### config.mk
export PLATFORM = sky130hd
export DESIGN_NAME = cam_ctrl_seq_flat
export DESIGN_NICKNAME = d
export VERILOG_FILES = /design/src/rtl/cam_ctrl_seq_if.sv /design/src/rtl/cam_ctrl_seq.sv /design/src/flat_wrapper.sv
export SDC_FILE = /design/constraint.sdc
export NUM_CORES = 1
export LEC_CHECK = 0
export BUFFER_PORTS_ARGS = -buffer_cell sky130_fd_sc_hd__buf_2
export CORE_MARGIN = 5
export CORE_UTILIZATION = 46
export CTS_BUF_LIST = sky130_fd_sc_hd__clkbuf_16
export DETAILED_ROUTE_END_ITERATION = 8
export PLACE_DENSITY = 0.6
export SLEW_MARGIN = 20
export SYNTH_ARGS = -nofsm -noshare
export SYNTH_HDL_FRONTEND = slang
export SYNTH_SLANG_ARGS = --single-unit
### constraint.sdc
create_clock -name i_clk -period 2.91 [get_ports i_clk]
set_input_delay 0.582 -clock i_clk [delete_from_list [all_inputs] [get_ports i_clk]]
set_output_delay 0.582 -clock i_clk [all_outputs]
set_load 0.02 [all_outputs]
### src/rtl/cam_ctrl_seq_if.sv
// cam_ctrl_seq_if
//
// Bundles the camera-control sequencer's operator, configuration-engine
// and sensor-pin signals into one interface.
//
// Signals:
//   i_btn_cfg      debounced reconfiguration button level
//   i_btn_freeze   debounced freeze-frame button level
//   i_cfg_done     done indication from the register-configuration engine
//   i_frame_start  one-cycle pulse at the start of each frame
//   o_cam_rstn     sensor RESET# (active low)
//   o_cam_pwdn     sensor PWDN
//   o_cfg_start    one-cycle start pulse to the configuration engine
//   o_capture_en   enable for the pixel capture/write path
//   o_busy         high while the power-up / configuration sequence runs
//   o_err          configuration timeout flag
//
// Modports:
//   slave  - the sequencer (consumes i_*, drives o_*)
//   master - the surrounding system (drives i_*, consumes o_*)
interface cam_ctrl_seq_if;
    logic i_btn_cfg;
    logic i_btn_freeze;
    logic i_cfg_done;
    logic i_frame_start;
    logic o_cam_rstn;
    logic o_cam_pwdn;
    logic o_cfg_start;
    logic o_capture_en;
    logic o_busy;
    logic o_err;

    modport slave (
        input  i_btn_cfg,
        input  i_btn_freeze,
        input  i_cfg_done,
        input  i_frame_start,
        output o_cam_rstn,
        output o_cam_pwdn,
        output o_cfg_start,
        output o_capture_en,
        output o_busy,
        output o_err
    );

    modport master (
        output i_btn_cfg,
        output i_btn_freeze,
        output i_cfg_done,
        output i_frame_start,
        input  o_cam_rstn,
        input  o_cam_pwdn,
        input  o_cfg_start,
        input  o_capture_en,
        input  o_busy,
        input  o_err
    );
endinterface

### src/rtl/cam_ctrl_seq.sv
// cam_ctrl_seq
//
// Power-up and operator-control sequencer for the OV7670 camera path.
// Holds the sensor in reset, waits out its boot time, kicks the register
// configuration engine, waits for it to finish (with a timeout), and then
// gates pixel capture on frame boundaries. Two debounced buttons are
// edge-detected here: one requests a full re-init, the other toggles
// freeze-frame.
//
// Parameters:
//   RST_CYCLES   clocks o_cam_rstn is held low per sequence
//   BOOT_CYCLES  clocks waited after reset release before configuration
//   CFG_TIMEOUT  maximum clocks spent waiting for configuration done
//
// Ports:
//   i_clk   system clock
//   i_rst   synchronous active-high reset
//   bus     cam_ctrl_seq_if.slave (buttons, cfg handshake, frame pulse,
//           sensor pins, capture enable, busy/error status)
//
// All outputs are registered.
module cam_ctrl_seq #(
    parameter int RST_CYCLES  = 240_000,
    parameter int BOOT_CYCLES = 240_000,
    parameter int CFG_TIMEOUT = 24_000_000
) (
    input  logic           i_clk,
    input  logic           i_rst,
    cam_ctrl_seq_if.slave  bus
);

    localparam int MAX_A = (RST_CYCLES > BOOT_CYCLES) ? RST_CYCLES : BOOT_CYCLES;
    localparam int MAX_P = (MAX_A > CFG_TIMEOUT) ? MAX_A : CFG_TIMEOUT;
    localparam int CW    = (MAX_P > 1) ? $clog2(MAX_P) : 1;

    localparam logic [CW-1:0] RST_LAST  = CW'(RST_CYCLES - 1);
    localparam logic [CW-1:0] BOOT_LAST = CW'(BOOT_CYCLES - 1);
    localparam logic [CW-1:0] TO_LAST   = CW'(CFG_TIMEOUT - 1);

    typedef enum logic [2:0] {
        RESET_HOLD,
        PWR_WAIT,
        CFG_START,
        CFG_WAIT,
        RUN,
        ERR
    } state_t;

    // Button edge detection: bit 0 = cfg, bit 1 = freeze.
    localparam int NBTN = 2;
    localparam int CFG_B = 0;
    localparam int FRZ_B = 1;

    logic [NBTN-1:0] btn;
    logic [NBTN-1:0] btn_prev_reg;
    logic [NBTN-1:0] btn_edge;

    assign btn = {bus.i_btn_freeze, bus.i_btn_cfg};

    // Previous levels load 1 on reset so a button held through reset
    // does not register as a fresh press.
    always_ff @(posedge i_clk) begin
        if (i_rst) begin
            btn_prev_reg <= '1;
        end else begin
            btn_prev_reg <= btn;
        end
    end

    genvar gi;
    generate
        for (gi = 0; gi < NBTN; gi++) begin : g_edge
            assign btn_edge[gi] = btn[gi] & ~btn_prev_reg[gi];
        end
    endgenerate

    state_t         state_reg,  state_next;
    logic [CW-1:0]  cnt_reg,    cnt_next;
    logic           freeze_reg, freeze_next;
    logic           rstn_reg,   rstn_next;
    logic           pwdn_reg;
    logic           start_reg,  start_next;
    logic           cap_reg,    cap_next;
    logic           busy_reg,   busy_next;
    logic           err_reg,    err_next;

    always_ff @(posedge i_clk) begin
        if (i_rst) begin
            state_reg  <= RESET_HOLD;
            cnt_reg    <= '0;
            freeze_reg <= 1'b0;
            rstn_reg   <= 1'b0;
            pwdn_reg   <= 1'b0;
            start_reg  <= 1'b0;
            cap_reg    <= 1'b0;
            busy_reg   <= 1'b1;
            err_reg    <= 1'b0;
        end else begin
            state_reg  <= state_next;
            cnt_reg    <= cnt_next;
            freeze_reg <= freeze_next;
            rstn_reg   <= rstn_next;
            pwdn_reg   <= 1'b0;
            start_reg  <= start_next;
            cap_reg    <= cap_next;
            busy_reg   <= busy_next;
            err_reg    <= err_next;
        end
    end

    always_comb begin
        state_next  = state_reg;
        cnt_next    = cnt_reg + CW'(1);
        freeze_next = freeze_reg;
        cap_next    = cap_reg;
        rstn_next   = 1'b1;
        start_next  = 1'b0;
        busy_next   = 1'b1;
        err_next    = 1'b0;

        case (state_reg)
            RESET_HOLD: begin
                if (cnt_reg == RST_LAST) state_next = PWR_WAIT;
            end
            PWR_WAIT: begin
                if (cnt_reg == BOOT_LAST) state_next = CFG_START;
            end
            CFG_START: begin
                state_next = CFG_WAIT;
            end
            CFG_WAIT: begin
                // Done takes priority over a simultaneous timeout.
                if (bus.i_cfg_done) begin
                    state_next = RUN;
                end else if (cnt_reg == TO_LAST) begin
                    state_next = ERR;
                end
            end
            RUN: begin
                if (btn_edge[CFG_B]) begin
                    // Re-init wins over a same-cycle freeze press.
                    state_next  = RESET_HOLD;
                    freeze_next = 1'b0;
                end else begin
                    if (btn_edge[FRZ_B]) freeze_next = ~freeze_reg;
                    // A frame starting alongside a freeze press uses the
                    // already-toggled request.
                    if (bus.i_frame_start) cap_next = ~freeze_next;
                end
            end
            ERR: begin
                if (btn_edge[CFG_B]) state_next = RESET_HOLD;
            end
            default: begin
                state_next = RESET_HOLD;
            end
        endcase

        // Shared counter restarts on every state change and idles at zero
        // in the states that do not time anything.
        if (state_next != state_reg || state_next == RUN || state_next == ERR) begin
            cnt_next = '0;
        end

        // Registered outputs are decoded from the next state so they are
        // valid in the same cycle the state becomes current.
        rstn_next  = (state_next != RESET_HOLD);
        start_next = (state_next == CFG_START);
        busy_next  = (state_next != RUN) && (state_next != ERR);
        err_next   = (state_next == ERR);
        if (state_next != RUN) cap_next = 1'b0;
    end

    assign bus.o_cam_rstn   = rstn_reg;
    assign bus.o_cam_pwdn   = pwdn_reg;
    assign bus.o_cfg_start  = start_reg;
    assign bus.o_capture_en = cap_reg;
    assign bus.o_busy       = busy_reg;
    assign bus.o_err        = err_reg;

endmodule
### src/flat_wrapper.sv
// flat-port wrapper written by rule: the top's interface ports become plain ports
module cam_ctrl_seq_flat 
#(
    parameter int RST_CYCLES  = 240_000,
    parameter int BOOT_CYCLES = 240_000,
    parameter int CFG_TIMEOUT = 24_000_000
)
  (i_clk, i_rst, bus_i_btn_cfg, bus_i_btn_freeze, bus_i_cfg_done, bus_i_frame_start, bus_o_cam_rstn, bus_o_cam_pwdn, bus_o_cfg_start, bus_o_capture_en, bus_o_busy, bus_o_err);
  cam_ctrl_seq_if bus_i ();
  input  logic i_clk;
  input  logic i_rst;
  input wire logic [$bits(bus_i.i_btn_cfg)-1:0] bus_i_btn_cfg;
  input wire logic [$bits(bus_i.i_btn_freeze)-1:0] bus_i_btn_freeze;
  input wire logic [$bits(bus_i.i_cfg_done)-1:0] bus_i_cfg_done;
  input wire logic [$bits(bus_i.i_frame_start)-1:0] bus_i_frame_start;
  output wire logic [$bits(bus_i.o_cam_rstn)-1:0] bus_o_cam_rstn;
  output wire logic [$bits(bus_i.o_cam_pwdn)-1:0] bus_o_cam_pwdn;
  output wire logic [$bits(bus_i.o_cfg_start)-1:0] bus_o_cfg_start;
  output wire logic [$bits(bus_i.o_capture_en)-1:0] bus_o_capture_en;
  output wire logic [$bits(bus_i.o_busy)-1:0] bus_o_busy;
  output wire logic [$bits(bus_i.o_err)-1:0] bus_o_err;
  assign bus_i.i_btn_cfg = bus_i_btn_cfg;
  assign bus_i.i_btn_freeze = bus_i_btn_freeze;
  assign bus_i.i_cfg_done = bus_i_cfg_done;
  assign bus_i.i_frame_start = bus_i_frame_start;
  assign bus_o_cam_rstn = bus_i.o_cam_rstn;
  assign bus_o_cam_pwdn = bus_i.o_cam_pwdn;
  assign bus_o_cfg_start = bus_i.o_cfg_start;
  assign bus_o_capture_en = bus_i.o_capture_en;
  assign bus_o_busy = bus_i.o_busy;
  assign bus_o_err = bus_i.o_err;
  cam_ctrl_seq #(.RST_CYCLES(RST_CYCLES), .BOOT_CYCLES(BOOT_CYCLES), .CFG_TIMEOUT(CFG_TIMEOUT)) u_core (.i_clk(i_clk), .i_rst(i_rst), .bus(bus_i));
endmodule
; After elaboration in Yosys (flattened, before gate mapping)
; Index checks and enable logic that the tools add are counted.
[word_totals]
memories = 0
reg_bits = 36
romBits = 0
ramBits = 0
input_bits = 6
latchBits = 0
[op_classes]
bitwise = 7
n_shift = 0
div_mod_pow = 0
n_reduce_logical = 9
n_mul = 0
add_sub_neg = 1
eq_ne = 13
n_lt_le_gt_ge = 0
muxes = 10
[op_table]
columns = op, n
row1 = $add A25 B1 Y25 const B, 1
row2 = $eq A25 B18 Y1 const B, 1
row3 = $eq A25 B25 Y1 const B, 1
row4 = $mux W3, 5
row5 = $pmux W3 S5, 1
row6 = $eq A3 B3 Y1 const B, 4
row7 = $eq A3 B2 Y1 const B, 3
row8 = $ne A3 B3 Y1 const B, 2
row9 = $reduce_or A2 Y1, 3
row10 = $not A1 Y1, 5
row11 = $mux W1, 4
row12 = $eq A3 B1 Y1 const B, 1
row13 = $logic_not A3 Y1, 1
row14 = $ne A3 B3 Y1, 1
row15 = $reduce_and A3 Y1, 1
row16 = $reduce_bool A3 Y1, 1
row17 = $and A1 B1 Y1, 2
row18 = $logic_or A1 B1 Y1, 2
row19 = $logic_and A1 B1 Y1, 1

; Logic depth before layout (Yosys ltp)
; Gate-level depths: netlist of the first run.
[logic_depth]
word_depth = 8
depth_mapped = 7

; Worst setup path before layout of the first run
; Ideal clock, no wire load.
[synth_timing]
path_kind = flip-flop to flip-flop
start = reg u_core.cnt_reg[9]
end = reg u_core.cnt_reg[10]
arrival_time_ns = 1.927
slack_ns = 0.852
t_required_ns = 2.779
stages_incl_launch_ff = 7
cell_sequence = dfxtp_1 -> or3_1 -> or2_4 -> or4_4 -> a32oi_4 -> buf_6 -> nor3_1
[synth_via]
elab_chain_cells = 8
[synth_rtl]
columns = element, line
row1 = "start, declared", cam_ctrl_seq.sv:78  ; logic [CW-1:0] cnt_reg, cnt_next;
row2 = "start signal, assigned", cam_ctrl_seq.sv:100  ; cnt_reg <= cnt_next;
row3 = $eq A25 B25 Y1, cam_ctrl_seq.sv:135  ; end else if (cnt_reg == TO_LAST) begin
row4 = $mux W3, cam_ctrl_seq.sv:135
row5 = $mux W3, cam_ctrl_seq.sv:133  ; if (bus.i_cfg_done) begin
row6 = $pmux W3 S5, cam_ctrl_seq.sv:121  ; case (state_reg)
row7 = $ne A3 B3 Y1 or $eq A3 B3 Y1 (tied branches), cam_ctrl_seq.sv:161  ; if (state_next != state_reg || state_next == RUN || state_next == ERR) begin
row8 = $logic_or A1 B1 Y1 (2 in series), cam_ctrl_seq.sv:161
row9 = $reduce_or A2 Y1 (no source line), -
; Parallel ways exist; a longest one is shown, timed or not.
; A chain may end at the register's enable or synchronous reset.

; Worst setup path in the final report of the first run
[layout_timing]
start = reg u_core.cnt_reg[11]
end = reg u_core.cnt_reg[2]
[layout_via]
elab_chain_cells = 8
[layout_rtl]
columns = element, line
row1 = $eq A25 B25 Y1, cam_ctrl_seq.sv:135
row2 = $mux W3, cam_ctrl_seq.sv:135
row3 = $mux W3, cam_ctrl_seq.sv:133
row4 = $pmux W3 S5 (*), cam_ctrl_seq.sv:121
row5 = $ne A3 B3 Y1 or $eq A3 B3 Y1 (tied branches), cam_ctrl_seq.sv:161
row6 = $logic_or A1 B1 Y1, cam_ctrl_seq.sv:161
row7 = $logic_or A1 B1 Y1 (*), cam_ctrl_seq.sv:161
row8 = $reduce_or A2 Y1 (no source line) (*), -
; Every way passes the cells marked *; elsewhere a longest branch is shown, timed or not.

==> results.cfg, run 1 <==
[run_status]
outcome = completed

[worst_setup_path]
path_max_fanout = 25
worst_setup_path_end_kind = flop
path_delay_family = simple AND/OR/NAND/NOR gates
cp_cell_sequence = nor4b_1 > nand4_1 > or4_4 > a32oi_4 > buf_4 > nor3_1
crit_path_max_incr_delay_ns = 0.59
path_buf_inv = 1
critical_path_class = flop to flop
cp.depth = 6
start_kind = flop
r2r_slack_ns = 0.64
r2r_start = u_core.cnt_reg[11]
timing.rr.end = u_core.cnt_reg[2]
worstRegToRegCells = 6
cp.arrival_ns = 2.43
worstPathRequired_ns = 3.06
crit_slowest_cell = or4_4

[logic_synthesis]
ys_warn_count = 0
synth_cells = 191
seq_area_frac_synth_pct = 42.3
syn_nets = 198
synth.distinct_cells = 42
synth-seq-cells = 36
netlist_area_sq_mm = 0.00170
synth.avg_cell_area_sq_um = 8.92

[cells_and_area]
final_cell_mix = dfxtp_1, nor3_1, nand2_1
layout_commonest_cell = dfxtp_1
num_antenna_cells = 0
area.growth.synth_to_final_pct = 13.1
largest_reg_flops = 25
drive_gt1_share_pct = 13.2
design_area_sq_mm = 0.00193
nets = 211

[power]
vdd_drop_max_v = 0.000240
power_mw = 1.02
pwr_density_cell_mw_per_mm2 = 530
leakage_nw = 0.692

[global_routing]
grt_usage_pct = 15.2
grt.overflow.total = 0
grt_max_degree = 26
antenna_found_initial = 0
first_global_vias = 1343
grt_pass1_wl_um = 6090

[sta]
fin_skew_ns = 0.00556
setup_viol = 0
worst_slack_ns = 0.636
drv_slew = 0
hold_viol = 0
fin_crit_ns = 2.27
rsz0062_at_grt = no
finalCritPeriodShare_pct = 78.1
fmaxAchievable_mhz = 440
totalNegativeSetupSlack_ns = 0

[hold_path]
holdPathStages = 1
hp-class = flop to flop
min_from = u_core.cnt_reg[0]
hold_path_end = u_core.cnt_reg[0]

[clock_network]
insertion_delay_ns = 0.28
cts_tree = done
cts-root-buf = clkbuf_16
cts_made_buffers = 5
clk_pin_slew_ns = 0.05
cts_post_setup_buffers_inserted = 0
clkSinkCount = 36
clockBufferDepth = 2
cts_max_level = 2
ctsResizeCount = 0
cts_hold_buf = 0

[detailed_routing]
num_vias = 1373
vias_per_cell = 5.43
wire_per_inst_um = 13.3
wl_um = 3360
first_pass_iters = 4
drtIter0Drc = 74
route.detailed.drc = 0
postRouteAntennaNets = 0

[die]
die_area_sq_mm = 0.00502
core_area_sq_mm = 0.00363
floorplan.initialDensity_pct = 46.9
num_rows = 22
fp.dieH_um = 70.9
ios = 12
die_w_um = 70.9

[placement]
place_ws_ns = 0.620
gp_congestion = 0.904
io_buffer_count = 10
placed_area_sq_mm = 0.00179
dp_hpwl_um = 2370

[flow_run]
max_cap_violations = 0
-- logic make-up (layout without fill, tap and decap cells) --
logic type               count (synthesis)  in the layout  share of synthesized area, %
multiplexers                             2              2                          1.17
adder cells (fa/ha/maj)                  1              1                         0.734
XOR/XNOR                                24             24                          12.3
AND/OR/NAND/NOR                        101            101                          33.0
AO/OA/AOI/OAI                           11             11                          5.87
other                                    1              1                         0.220
buffers and inverters                   15             29                          4.41
flip-flops                              36             36                          42.3
-- Yosys cell counts --
library cell  count  share of area (%)
a21oi_1           1               0.29
o21ai_0           3               0.88
inv_1             8                1.8
dfxtp_1          36                 42
ha_1              1               0.73
nor2_1           12                2.6
nand2_1          16                3.5
nor3_1           30                8.8
mux2i_1           2                1.2
nand3b_1          1               0.44
and3_2            1               0.44
nor4b_1           2                1.0
clkbuf_1          4               0.88
nor4_1            3                1.1
o41a_1            1               0.66
nand4b_1          1               0.51
and3_1            6                2.2
conb_1            1               0.22
or2_2             2               0.73
o41ai_1           2                1.0
nor2b_1           2               0.73
xnor2_1          13                6.7
or2_4             1               0.51
o211ai_1          1               0.44
and3b_1           1               0.51
nand4_1           7                2.6
or4_1             1               0.44
or3_1             2               0.73
xor2_1           11                5.7
a32oi_1           1               0.51
nor4bb_1          1               0.59
nor3b_1           2               0.88
and2_1            1               0.37
or4_4             1               0.66
a211oi_1          1               0.44
nand4_2           1               0.73
nor3_2            1               0.59
buf_6             2                1.3
a32oi_4           1                1.6
nand3_1           5                1.5
and4bb_2          1               0.73
buf_4             1               0.44
-- layout make-up --
cell class | instances | area [sq um]
sequential | 36 | 721
timing repair buffer | 13 | 72.6
multi-input combinational | 140 | 908
inverter | 8 | 30.0
tap | 48 | 60.1
clock inverter | 3 | 11.3
clock buffer | 5 | 125
fill | 346 | 1710
-- where the power goes --
group,internal [mW],switching [mW]
clock,0.307,0.187
sequential,0.499,0.00348
combinational,0.0103,0.0153
-- routing by layer --
layer,global-route usage [%],share of wire (%),vias to the layer above
met2,23.9,47,36
met5,0,0,-
met3,5.40,6.0,9
met4,7.72,2.6,0
li1,-,-,697
met1,18.4,45,631
-- per-stage QoR --
stage	utilization (%)	cells	hold slack (ns)
after floorplan	-	191	0.430
after global placement	49.3	245	0.442
after detailed placement	49.3	245	0.460
after CTS	53.1	253	0.467
after global routing	53.1	253	0.491
final	53.1	253	0.460
-- worst reg2reg max path: stages (launching register included) --
cell	delay [ns]
dfxtp_1	0.39
nor4b_1	0.28
nand4_1	0.25
or4_4	0.59
a32oi_4	0.23
buf_4	0.31
nor3_1	0.10
-- how the worst max path moves through the flow --
stage                            start            endpoint  slack (ns)
detailed placement  u_core.cnt_reg[11]  u_core.cnt_reg[18]        0.62
global route        u_core.cnt_reg[11]  u_core.cnt_reg[20]        0.39
finish              u_core.cnt_reg[11]   u_core.cnt_reg[2]        0.64
CTS                 u_core.cnt_reg[11]   u_core.cnt_reg[2]        0.61
global placement    u_core.cnt_reg[11]  u_core.cnt_reg[19]        0.65
floorplan            u_core.cnt_reg[9]  u_core.cnt_reg[10]        0.85
(Power assumes the default switching activity.)
==> inputs of run 2 (changes only) <==
clock period = 2.1 ns   (was 2.91 ns; I/O delays follow)
==> run 2 against run 1 <==
Effect of this change: flip-flop and latch count is the same; combinational power grew 64%; worst setup slack lost 0.63 ns; via count grew 9.1%; register-to-register slack lost 0.63 ns; clock-buffer cell count is the same; power grew 77%; core utilization grew 7.3 points; sequential share of layout area shrank 4.4 points; wire length grew 12%; global-route usage grew 0.45 points; fmax grew 8.8%; largest cell class unchanged.
==> results.cfg, run 2 (synthesized netlist as in run 1, its figures left out) <==
[power]
clockPowerShare_pct = 59.3
vdd_drop_max_v = 0.000461
pwr_density_cell_mw_per_mm2 = 825
leakage_nw = 0.834
p_int_mw = 1.51
switchingPower_uw = 301
combPwrFrac_pct = 2.3
p_sw_share_pct = 16.6
pwr-share-seq_pct = 38.4

[worst_setup_path]
crit_path_max_incr_delay_ns = 0.44
path_max_fanout = 25
crit_slowest_cell = or4_4
cp.arrival_ns = 2.24
timing.rr.end = u_core.cnt_reg[16]
worst_setup_path_end_kind = flop
start_kind = flop
cp_cell_sequence = or3_4 > or2_4 > or4_4 > a32oi_4 > buf_12 > nor3_1
cp-startpoint = u_core.cnt_reg[9]
worstRegToRegCells = 6
cp-endpoint = u_core.cnt_reg[16]
worstPathRequired_ns = 2.25
r2r_start = u_core.cnt_reg[9]
r2r_slack_ns = 0.01
critical_path_class = flop to flop

[sta]
fmaxAchievable_mhz = 479
fin_crit_ns = 2.09
worst_slack_ns = 0.0102
hold_ws_ns = 0.341
setup_viol = 0
fin_skew_ns = 0.00424
hold_viol = 0
drv_slew = 0
finalCritPeriodShare_pct = 99.5
rsz0062_at_grt = yes

[clock_network]
cts_max_level = 2
cts_hold_buf = 0
cts_tree = done
insertion_delay_ns = 0.28
clkSinkCount = 36
cts-root-buf = clkbuf_16
clockBufferDepth = 2
cts_made_buffers = 5
clk_pin_slew_ns = 0.05

[detailed_routing]
num_vias = 1498
route.detailed.drc = 0
wire_per_inst_um = 13.8
drtIter0Drc = 167
highest_layer = met4
wl_met1_um = 1590
first_pass_iters = 4
vias_per_cell = 5.49
wl_um = 3760
dr_wl_met2_um = 1900
wl_met3_um = 227
postRouteAntennaNets = 0

[die]
num_rows = 22
die_area_sq_mm = 0.00502
fp.dieH_um = 70.9
ios = 12
core_area_sq_mm = 0.00363
die_w_um = 70.9
floorplan.initialDensity_pct = 46.9

[placement]
placed_cells = 264
gp_congestion = 0.828
placed_area_sq_mm = 0.00195
dp_hpwl_um = 2680
io_buffer_count = 10
place_ws_ns = -0.0179

[cells_and_area]
multi_input_area_sq_um = 930
final_cell_mix = dfxtp_1, nor3_1, buf_4
fillers = 327
nets = 231
seqCellArea_sq_um = 723
area.growth.synth_to_final_pct = 28.7
fin_util_pct = 60.4
instances_no_fill = 273
largest_reg_flops = 25
layout_commonest_cell = dfxtp_1
drive_gt1_share_pct = 24.9
design_area_sq_mm = 0.00219
num_antenna_cells = 0

[hold_path]
hp-class = input pin to flop
min_from = bus_i_btn_freeze

[global_routing]
grt_max_degree = 26
first_global_vias = 1458
grt.overflow.total = 0
grt_usage_pct = 15.7
grt_pass1_wl_um = 6350
antenna_found_initial = 0

[run_status]
outcome = completed

[flow_run]
max_cap_violations = 0
run 2: changes by cell type in the layout (fill, tap and decap cells not counted), moves of 2 or more:
cell and change:
dfxtp_1 -2, nor3_1 -2, nor3_2 +2, bufinv_16 +3, buf_4 +19, inv_1 -2, dfxtp_2 +2
run 2: per-layer routing:
metal / up-vias / global-route usage [%]
met5: - / 0
met4: 0 / 5.85
met3: 5 / 4.55
met2: 35 / 27.4
met1: 713 / 18.1
li1: 745 / -
run 2: worst min-delay path by stage:
stage | end | slack [ns] | cells after the start
3_3_place_gp | u_core.cnt_reg[0] | 0.44 | 1
6_report | u_core.btn_prev_reg[1] | 0.34 | 2
5_1_grt | u_core.btn_prev_reg[1] | 0.34 | 2
2_1_floorplan | u_core.cnt_reg[0] | 0.43 | 1
4_1_cts | u_core.btn_prev_reg[1] | 0.34 | 2
3_5_place_dp | u_core.cnt_reg[0] | 0.46 | 1
run 2: layout make-up:
| type | instances | area share (%) |
|---|---|---|
| timing repair buffer | 33 | 10.7 |
| sequential | 36 | 33.0 |
| multi-input combinational | 140 | 42.4 |
| tap | 48 | 2.74 |
| clock buffer | 5 | 5.70 |
| inverter | 8 | 1.37 |
| clock inverter | 3 | 4.11 |
run 2: power groups by stage:
stage / clock network [mW] / logic [mW] / registers [mW]
floorplan: 0 / 0.0244 / 0.709
global placement: 0 / 0.0400 / 0.709
detailed placement: 0 / 0.0421 / 0.709
CTS: 1.09 / 0.0424 / 0.695
global route: 1.12 / 0.0479 / 0.695
finish: 1.07 / 0.0421 / 0.695
run 2: metrics by stage:
stage / power [mW] / setup TNS [ns]
after global placement: 0.749 / 0
after floorplan: 0.734 / 0
after detailed placement: 0.751 / -0.216
after CTS: 1.83 / 0
after global routing: 1.87 / -0.715
final: 1.81 / 0
run 2: worst max-delay path, delay by kind of cell, from the launching register on:
family	cells	cell delay, ns
buf+inv	1	0.20
compound gates	1	0.27
simple gates	4	1.17
flops	1	0.32
run 2: what timing repair did:
action                     in CTS  in global routing
buffers inserted                0                  1
resized for setup               4                  2
setup endpoints to repair      24                 26
pin swaps                       0                  1
==> inputs of run 3 (changes only) <==
SETUP_SLACK_MARGIN = 0.1   (was unset)
==> run 3 against run 2 <==
Effect of this change: flip-flop and latch count unchanged; wire length increased by 2.3%; die area unchanged; highest routed layer unchanged; largest power group is now registers; critical path type unchanged; non-clock buffer count decreased by 8; power decreased by 21%.
==> results.cfg, run 3 (synthesized netlist as in run 1, its figures left out) <==
[cells_and_area]
layout_commonest_cell = dfxtp_1
num_antenna_cells = 0
nets = 223
largest_reg_flops = 25
drive_gt1_share_pct = 24.0
final_cell_mix = dfxtp_1, nor3_1, nand2_1
area.growth.synth_to_final_pct = 23.3
fin_util_pct = 57.9
fillers = 347

[global_routing]
first_global_vias = 1427
grt_max_degree = 26
antenna_found_initial = 0
grt_pass1_wl_um = 6490
grt.overflow.total = 0
grt_usage_pct = 16.0

[sta]
setup_viol = 0
worst_slack_ns = 0.0601
finalCritPeriodShare_pct = 97.1
drv_slew = 0
fin_crit_ns = 2.04
rsz0062_at_grt = yes
fmaxAchievable_mhz = 490
fin_skew_ns = 0.00262
totalNegativeSetupSlack_ns = 0
hold_viol = 0
hold_ws_ns = 0.347

[hold_path]
hold_path_end = u_core.btn_prev_reg[0]
holdPathStages = 2
hp-class = input pin to flop
min_from = bus_i_btn_cfg

[worst_setup_path]
worstPathRequired_ns = 2.25
worstRegToRegCells = 6
start_kind = flop
r2r_slack_ns = 0.06
timing.rr.end = u_core.cnt_reg[17]
cp.arrival_ns = 2.19
path_max_fanout = 4
critical_path_class = flop to flop
worst_setup_path_end_kind = flop
r2r_start = u_core.cnt_reg[23]

[flow_run]
max_cap_violations = 0

[die]
num_rows = 22
fp.dieH_um = 70.9
core_area_sq_mm = 0.00363
die_w_um = 70.9
ios = 12
floorplan.initialDensity_pct = 46.9
die_area_sq_mm = 0.00502

[placement]
io_buffer_count = 10
gp_congestion = 0.789
dp_hpwl_um = 2720
place_ws_ns = 0.0511

[clock_network]
cts_made_buffers = 5
cts_max_level = 2
clkSinkCount = 36
cts-root-buf = clkbuf_16
insertion_delay_ns = 0.27
cts_tree = done
clk_pin_slew_ns = 0.05
cts_hold_buf = 0
clockBufferDepth = 2

[power]
switchingPower_uw = 289
clockPowerShare_pct = 48.3
pwr-share-seq_pct = 48.9
power_mw = 1.43
pwr_density_cell_mw_per_mm2 = 680
p_int_mw = 1.14
vdd_drop_max_v = 0.000478
combPwrFrac_pct = 2.8
p_sw_share_pct = 20.3
leakage_nw = 0.777

[detailed_routing]
postRouteAntennaNets = 0
vias_per_cell = 5.51
num_vias = 1460
wl_um = 3850
first_pass_iters = 4
wire_per_inst_um = 14.5
drtIter0Drc = 60
route.detailed.drc = 0

[run_status]
outcome = completed
run 3: metal layers:
| metal | wire, um | track usage [%] |
|---|---|---|
| met1 | 1630 | 19.0 |
| met4 | 57 | 5.43 |
| met2 | 1970 | 27.8 |
| met5 | 0 | 0 |
| met3 | 197 | 4.40 |
run 3: worst max-delay path: stages (launching register included):
cell     delay, ns
dfxtp_2       0.33
or3_4         0.39
or2_4         0.24
or4_4         0.45
a32oi_4       0.26
buf_2         0.20
nor3_1        0.06
run 3: power by group through the flow:
stage	Combinational (mW)	Sequential [mW]	Clock [mW]
after floorplan	0.0244	0.709	0
after global placement	0.0362	0.710	0
after detailed placement	0.0370	0.710	0
after CTS	0.0372	0.696	0.699
after global routing	0.0448	0.700	0.734
final	0.0398	0.699	0.690
run 3: final cells by class:
class	instances	area, sq um	share of cell area [%]
tap	48	60.1	2.86
inverter	8	30.0	1.43
timing repair buffer	25	176	8.39
clock inverter	3	13.8	0.655
clock buffer	5	125	5.95
sequential	36	726	34.5
multi-input combinational	140	971	46.2
run 3: worst max-delay path by stage:
stage                        from                 endpoint  slack [ns]
2_1_floorplan   u_core.cnt_reg[0]       u_core.cnt_reg[10]        0.12
3_3_place_gp   u_core.cnt_reg[23]  u_core.bus.o_capture_en        0.06
3_5_place_dp    u_core.cnt_reg[0]  u_core.bus.o_capture_en        0.05
4_1_cts        u_core.cnt_reg[23]       u_core.cnt_reg[17]        0.06
5_1_grt         u_core.cnt_reg[0]       u_core.cnt_reg[23]      -0.005
6_report       u_core.cnt_reg[23]       u_core.cnt_reg[17]        0.06
run 3: what timing repair did:
action,in CTS,in global routing
buffers inserted,1,1
pin swaps,0,1
gates cloned,1,0
gates resized for setup,6,9
setup endpoints to repair,28,30
run 3: stage by stage:
stage / instances / cell area, sq um
after floorplan: 191 / 1700
after global placement: 254 / 1870
after detailed placement: 254 / 1870
after CTS: 264 / 2050
after global routing: 265 / 2100
final: 265 / 2100
